**src/rtl/uart_tx_fifo.sv**
```systemverilog
// ---------------------------------------------------------------------------
// uart_tx_fifo
//   Synchronous transmit FIFO between the bus-side transmit-data register
//   write path and the UART transmitter. Bytes written by the bus are
//   buffered here. The next byte reaches the transmitter on a registered
//   output, one clock after an accepted read strobe.
//
// Parameters
//   WIDTH      data word width
//   ADDR_W     log2 of depth (depth = 2**ADDR_W)
//   AFULL_LVL  fill level at or above which afull asserts (1..2**ADDR_W-1)
//
// Ports
//   clk           system clock, all state on rising edge
//   reset_n       asynchronous active-low reset
//   wr_n          active-low write strobe, one word per clock while low
//   data_in       write data, sampled when wr_n is low
//   rd_n          active-low read strobe from the transmitter
//   data_out      registered read data, holds until the next accepted read
//   fifo_empty    count == 0
//   fifo_full     count == 2**ADDR_W
//   afull         count >= AFULL_LVL
//   fifo_count    current fill level, 0..2**ADDR_W
//   overflow      sticky, set by a write attempted while full
//   clr_overflow  synchronous clear of overflow (a set in the same cycle wins)
// ---------------------------------------------------------------------------
module uart_tx_fifo #(
  parameter int WIDTH     = 8,
  parameter int ADDR_W    = 4,
  parameter int AFULL_LVL = 12
) (
  input  logic              clk,
  input  logic              reset_n,
  input  logic              wr_n,
  input  logic [WIDTH-1:0]  data_in,
  input  logic              rd_n,
  output logic [WIDTH-1:0]  data_out,
  output logic              fifo_empty,
  output logic              fifo_full,
  output logic              afull,
  output logic [ADDR_W:0]   fifo_count,
  output logic              overflow,
  input  logic              clr_overflow
);

  localparam int DEPTH = 2 ** ADDR_W;

  // Sized constants keep every compare and increment width-exact.
  localparam logic [ADDR_W:0]   DEPTH_CNT = (ADDR_W+1)'(DEPTH);
  localparam logic [ADDR_W:0]   AFULL_CNT = (ADDR_W+1)'(AFULL_LVL);
  localparam logic [ADDR_W:0]   CNT_ONE   = (ADDR_W+1)'(1);
  localparam logic [ADDR_W-1:0] PTR_ONE   = ADDR_W'(1);

  // -------------------------------------------------------------------------
  // State
  // -------------------------------------------------------------------------
  logic [WIDTH-1:0]  mem_q [DEPTH];

  logic [ADDR_W-1:0] wr_ptr_q,   wr_ptr_d;
  logic [ADDR_W-1:0] rd_ptr_q,   rd_ptr_d;
  logic [ADDR_W:0]   count_q,    count_d;
  logic [WIDTH-1:0]  data_out_q, data_out_d;
  logic              overflow_q, overflow_d;

  // -------------------------------------------------------------------------
  // Status decode
  // -------------------------------------------------------------------------
  // The flags come straight from the count register. They are a function of
  // one register only, so they do not glitch on pointer activity.
  logic empty, full;

  assign empty = (count_q == '0);
  assign full  = (count_q == DEPTH_CNT);

  // -------------------------------------------------------------------------
  // Accept decisions, taken against pre-edge state
  // -------------------------------------------------------------------------
  // Rejection uses pre-edge full. A read in the same cycle does not make
  // room for a write. Likewise a write into an empty FIFO cannot be read
  // in that cycle, so there is no fall-through.
  logic wr_req, rd_req;
  logic wr_acc, rd_acc;

  assign wr_req = ~wr_n;
  assign rd_req = ~rd_n;
  assign wr_acc = wr_req & ~full;
  assign rd_acc = rd_req & ~empty;

  // -------------------------------------------------------------------------
  // Next-state logic
  // -------------------------------------------------------------------------
  always_comb begin
    wr_ptr_d   = wr_ptr_q;
    rd_ptr_d   = rd_ptr_q;
    count_d    = count_q;
    data_out_d = data_out_q;
    overflow_d = overflow_q;

    // The pointers are exactly ADDR_W bits, so they wrap on their own.
    if (wr_acc) wr_ptr_d = wr_ptr_q + PTR_ONE;

    if (rd_acc) begin
      rd_ptr_d   = rd_ptr_q + PTR_ONE;
      data_out_d = mem_q[rd_ptr_q];
    end

    // The count is held separately from the pointers. This lets full and
    // empty be told apart when the pointers are equal.
    unique case ({wr_acc, rd_acc})
      2'b10:   count_d = count_q + CNT_ONE;
      2'b01:   count_d = count_q - CNT_ONE;
      default: count_d = count_q;
    endcase

    // A write attempt while full sets overflow even when a read is accepted
    // in the same cycle. The set takes priority over the clear.
    if (wr_req && full)     overflow_d = 1'b1;
    else if (clr_overflow)  overflow_d = 1'b0;
  end

  // -------------------------------------------------------------------------
  // Registers
  // -------------------------------------------------------------------------
  always_ff @(posedge clk or negedge reset_n) begin
    if (!reset_n) begin
      wr_ptr_q   <= '0;
      rd_ptr_q   <= '0;
      count_q    <= '0;
      data_out_q <= '0;
      overflow_q <= 1'b0;
    end else begin
      wr_ptr_q   <= wr_ptr_d;
      rd_ptr_q   <= rd_ptr_d;
      count_q    <= count_d;
      data_out_q <= data_out_d;
      overflow_q <= overflow_d;
    end
  end

  // The storage array has no reset. After a reset, count is zero, so no
  // stale entry can be read before it is written again.
  always_ff @(posedge clk) begin
    if (wr_acc) mem_q[wr_ptr_q] <= data_in;
  end

  // -------------------------------------------------------------------------
  // Outputs
  // -------------------------------------------------------------------------
  assign data_out   = data_out_q;
  assign fifo_empty = empty;
  assign fifo_full  = full;
  assign afull      = (count_q >= AFULL_CNT);
  assign fifo_count = count_q;
  assign overflow   = overflow_q;

endmodule

```
**config.mk**
```make
export PLATFORM = sky130hd
export DESIGN_NAME = uart_tx_fifo
export DESIGN_NICKNAME = d
export VERILOG_FILES = /design/src/rtl/uart_tx_fifo.sv
export SDC_FILE = /design/constraint.sdc
export NUM_CORES = 1
export LEC_CHECK = 0
export CAP_MARGIN = 15
export CORE_MARGIN = 2
export CORE_UTILIZATION = 45
export DETAILED_ROUTE_END_ITERATION = 6
export DONT_BUFFER_PORTS = 1
export GPL_TIMING_DRIVEN = 1
export PLACE_DENSITY_LB_ADDON = 0.15
export SLEW_MARGIN = 30
export SYNTH_ARGS = -nofsm -noshare
export SYNTH_HDL_FRONTEND = slang
export SYNTH_SLANG_ARGS = --single-unit
```
**constraint.sdc**
```tcl
create_clock -name clk -period 2.5 [get_ports clk]
set_input_delay 0 -clock clk [delete_from_list [all_inputs] [get_ports clk]]
set_output_delay 0 -clock clk [all_outputs]
set_load 0.02 [all_outputs]
```
==> results.sh <==
export IMPL_status="finished, violations left"
export IMPL_violations="negative setup slack"
export IMPL_first_pass_iters=4
export IMPL_die_h_um=119
export IMPL_powerDensity_nw_per_um2=1190
export IMPL_wl_met3_um=320
export IMPL_n_antenna_cell=0
export IMPL_synth_most_common_cell="edfxtp_1"
export IMPL_crit_path_start_kind="flip-flop"
export IMPL_drv_slew=0
export IMPL_clock_sinks=150
export IMPL_worstRegToRegCells=13
export IMPL_clockPowerShare=0.311
export IMPL_cp_data_arrival_time_ns=2.81
export IMPL_wl_um=11900
export IMPL_die_w_um=119
export IMPL_leakage_nw=2.54
export IMPL_power_ir_vdd_worst_uv=450
export IMPL_rows=42
export IMPL_crit_type="reg2reg"
export IMPL_start_util=0.456
export IMPL_place_hpwl_um=7160
export IMPL_period_share=1.01
export IMPL_ys_ff_latch=150
export IMPL_wl_met1_um=5550
export IMPL_swShare=0.297
export IMPL_grt_pass1_wl_um=18700
export IMPL_reg2reg_slack_ns=-0.01
export IMPL_worstMarginPinSlew_ns=0.952
export IMPL_crit_start="fifo_count[2]$_DFFE_PN0P_"
export IMPL_hold_violations=0
export IMPL_cp_slowest_stage_delay_ns=0.42
export IMPL_layout_setup_ws_ns=-0.0127
export IMPL_yosys_top_cells_count="edfxtp_1 (128), nand2_1 (30), mux4_2 (27)"
export IMPL_skew_ns=0.0114
export IMPL_synth_top_cells_by_area="edfxtp_1 (64%), mux4_2 (10%), dfrtp_1 (9.2%)"
export IMPL_gp_congestion=0.730
export IMPL_slowest_stage="dfrtp_2"
export IMPL_r2r_start="fifo_count[2]$_DFFE_PN0P_"
export IMPL_netlist_area_um2=5990
export IMPL_path_cells="nor4_4 > nand2_1 > inv_2 > nor2_2 > inv_2 > ha_4 > inv_2 > fa_2 > nor2b_2 > o21ai_2 > nand3_1 > or3b_4 > xnor2_1"
export IMPL_hold_class="in2reg"
export IMPL_fin_crit_ns=2.51
export IMPL_grt_pass1_vias=3117
export IMPL_max_freq_mhz=398
export IMPL_drtIter0Drc=204
export IMPL_insertion_delay_ns=0.42
export IMPL_yosysUniqueCellTypes=33
export IMPL_grt_overflow_total=0
export IMPL_synth_warning_count=0
export IMPL_clkSlewWorstSetupHoldPaths_ns=0.06
export IMPL_clockBufferDepth=2
export IMPL_nets=395
export IMPL_cts_tree="done"
export IMPL_r2r_end="fifo_count[4]$_DFFE_PN0P_"
export IMPL_synth_edff_count=128
export IMPL_synth_top_area_share=0.642
export IMPL_endpoint="fifo_count[4]$_DFFE_PN0P_"
export IMPL_core_um2=13100
export IMPL_end_kind="flip-flop"
export IMPL_grt_usage=0.184
export IMPL_p_switching_mw=2.56
export IMPL_critical_path_max_fanout=3
export IMPL_antenna_found_initial=0
export IMPL_layout_drive_gt1_share=0.296
export IMPL_grt_max_degree=35
export IMPL_ioPinCount=30
export IMPL_synth_seq_area_share=0.734
export IMPL_cap_viol_max_count=0
export IMPL_cts_max_level=4
export IMPL_relSlewSlack=0.363
export IMPL_antenna_left=0
export IMPL_dieArea_um2=14300
export IMPL_drt_vias_per_instance=5.30
export IMPL_final_util=0.554
export IMPL_synth_ff_type="edfxtp_1"
export IMPL_async_reset_ff_frac=0.147
export IMPL_syn_nets=342
export IMPL_setup_viol=1
export IMPL_crit_path_frequent_cell="inv_2"
export IMPL_io_buffer_count=0
export IMPL_area_growth_pct=21.4
export IMPL_internal_power_mw=6.06
export IMPL_syn_avg_cell_area_um2=18.8
export IMPL_yosysTopAreaCell="edfxtp_1"
export IMPL_drc=0
export IMPL_wire_per_inst_um=21.3
export IMPL_wl_met2_um=5910
export IMPL_setup_tns_final_ns=-0.0127
export IMPL_maxUsedRoutingLayer="met4"
export IMPL_numCtsBuffers=17
export IMPL_seqPwrFrac=0.408
export IMPL_syn_inst=319
export IMPL_p_comb_frac=0.281
export IMPL_vias=2976
export IMPL_root_buffer="clkbuf_16"
export IMPL_rsz0062_at_grt="yes"
export IMPL_cp_required_ns=2.79
## critical path, delay by kind of cell, from the launching register on
family,cells,cell delay [ns]
and+or+nand+nor,6,1.08
adders and majority gates,2,0.49
DFF,1,0.42
buffers and inverters,3,0.20
xor gates and xnor gates,1,0.13
AOI/OAI and AO/OA,1,0.07
## kinds of logic (layout without fill, tap and decap cells)
| group | count (synthesis) | after routing | share of synthesized area |
|---|---|---|---|
| XOR/XNOR | 10 | 10 | 0.0146 |
| buffers and inverters | 26 | 92 | 0.0209 |
| adder cells (fa/ha/maj) | 10 | 10 | 0.0221 |
| multiplexers | 41 | 41 | 0.141 |
| AO/OA/AOI/OAI | 23 | 23 | 0.0246 |
| AND/OR/NAND/NOR | 59 | 59 | 0.0430 |
| flip-flops | 150 | 150 | 0.734 |
## what timing repair did
item,4_1_cts,5_1_grt
hold buffers,14,0
setup endpoints to repair,1,3
endpoints found under the hold margin,158,0
pin swaps,3,3
gates resized for setup,6,6
setup buffers,13,1
gates cloned,0,0
## routing by layer
metal  global-route usage  vias to the layer above
li1                     -                     1357
met1                0.259                     1567
met2                0.287                       41
met3               0.0402                       11
met4               0.0662                        0
met5                    0                        -
## layout make-up
class                           count  area, µm²
Tap cell                          176        220
Clock inverter                     12        183
Sequential cell                   150       4400
Timing Repair Buffer               50        437
Fill cell                        1037       5860
Inverter                           10       37.5
Clock buffer                       20        437
Multi-Input combinational cell    143       1560
## metrics by stage
step / setup WS, ns / cell area, µm² / power (mW) / std cells / hold slack, ns
final: -0.0127 / 7270 / 8.62 / 561 / 0.0254
after global routing: -0.127 / 7270 / 9.05 / 561 / 0.0556
after CTS: 0.00845 / 7240 / 8.68 / 560 / 0.0312
after detailed placement: -0.114 / 6350 / 5.83 / 501 / -0.295
after global placement: -0.0649 / 6350 / 5.79 / 501 / -0.295
after floorplan: -0.181 / 6040 / 5.13 / 319 / -0.296
## sequential cells by signal, summed over array words and instances, names as in the netlist
name and cells:
data_out 8, fifo_count 5, mem_q 128, overflow 1
rd_ptr_q 4, wr_ptr_q 4
## how the worst min path moves through the flow
stage	start	endpoint	slack, ns	cells past startpoint
2_1_floorplan	reset_n	data_out[0]$_DFFE_PN0P_	-0.30	0
3_3_place_gp	reset_n	wr_ptr_q[0]$_DFFE_PN0P_	-0.29	0
3_5_place_dp	reset_n	wr_ptr_q[0]$_DFFE_PN0P_	-0.29	0
4_1_cts	rd_n	rd_ptr_q[1]$_DFFE_PN0P_	0.03	5
5_1_grt	rd_n	data_out[5]$_DFFE_PN0P_	0.06	3
6_report	rd_n	rd_ptr_q[0]$_DFFE_PN0P_	0.03	3
## cells in the final DEF (no fill, tap or decap), drive strengths merged, types with 3 or more instances in the layout
cell,instances
buf,37
dlygate4sd3,13
bufinv,5
nor3,4
nand2b,3
o21ai,11
dfrtp,22
inv,10
o221ai,7
mux2i,8
edfxtp,128
clkinv,6
mux4,33
clkbuf,20
nor2,13
ha,9
xnor2,8
nand2,30
## power by group through the flow
stage	clock (mW)	sequential (mW)	combinational, mW
floorplan	0	3.45	1.68
detailed placement	0	3.55	2.28
CTS	2.73	3.52	2.42
global route	2.83	3.56	2.66
global placement	0	3.54	2.26
finish	2.68	3.51	2.43
No activity file was read; power rests on OpenSTA's default activity.
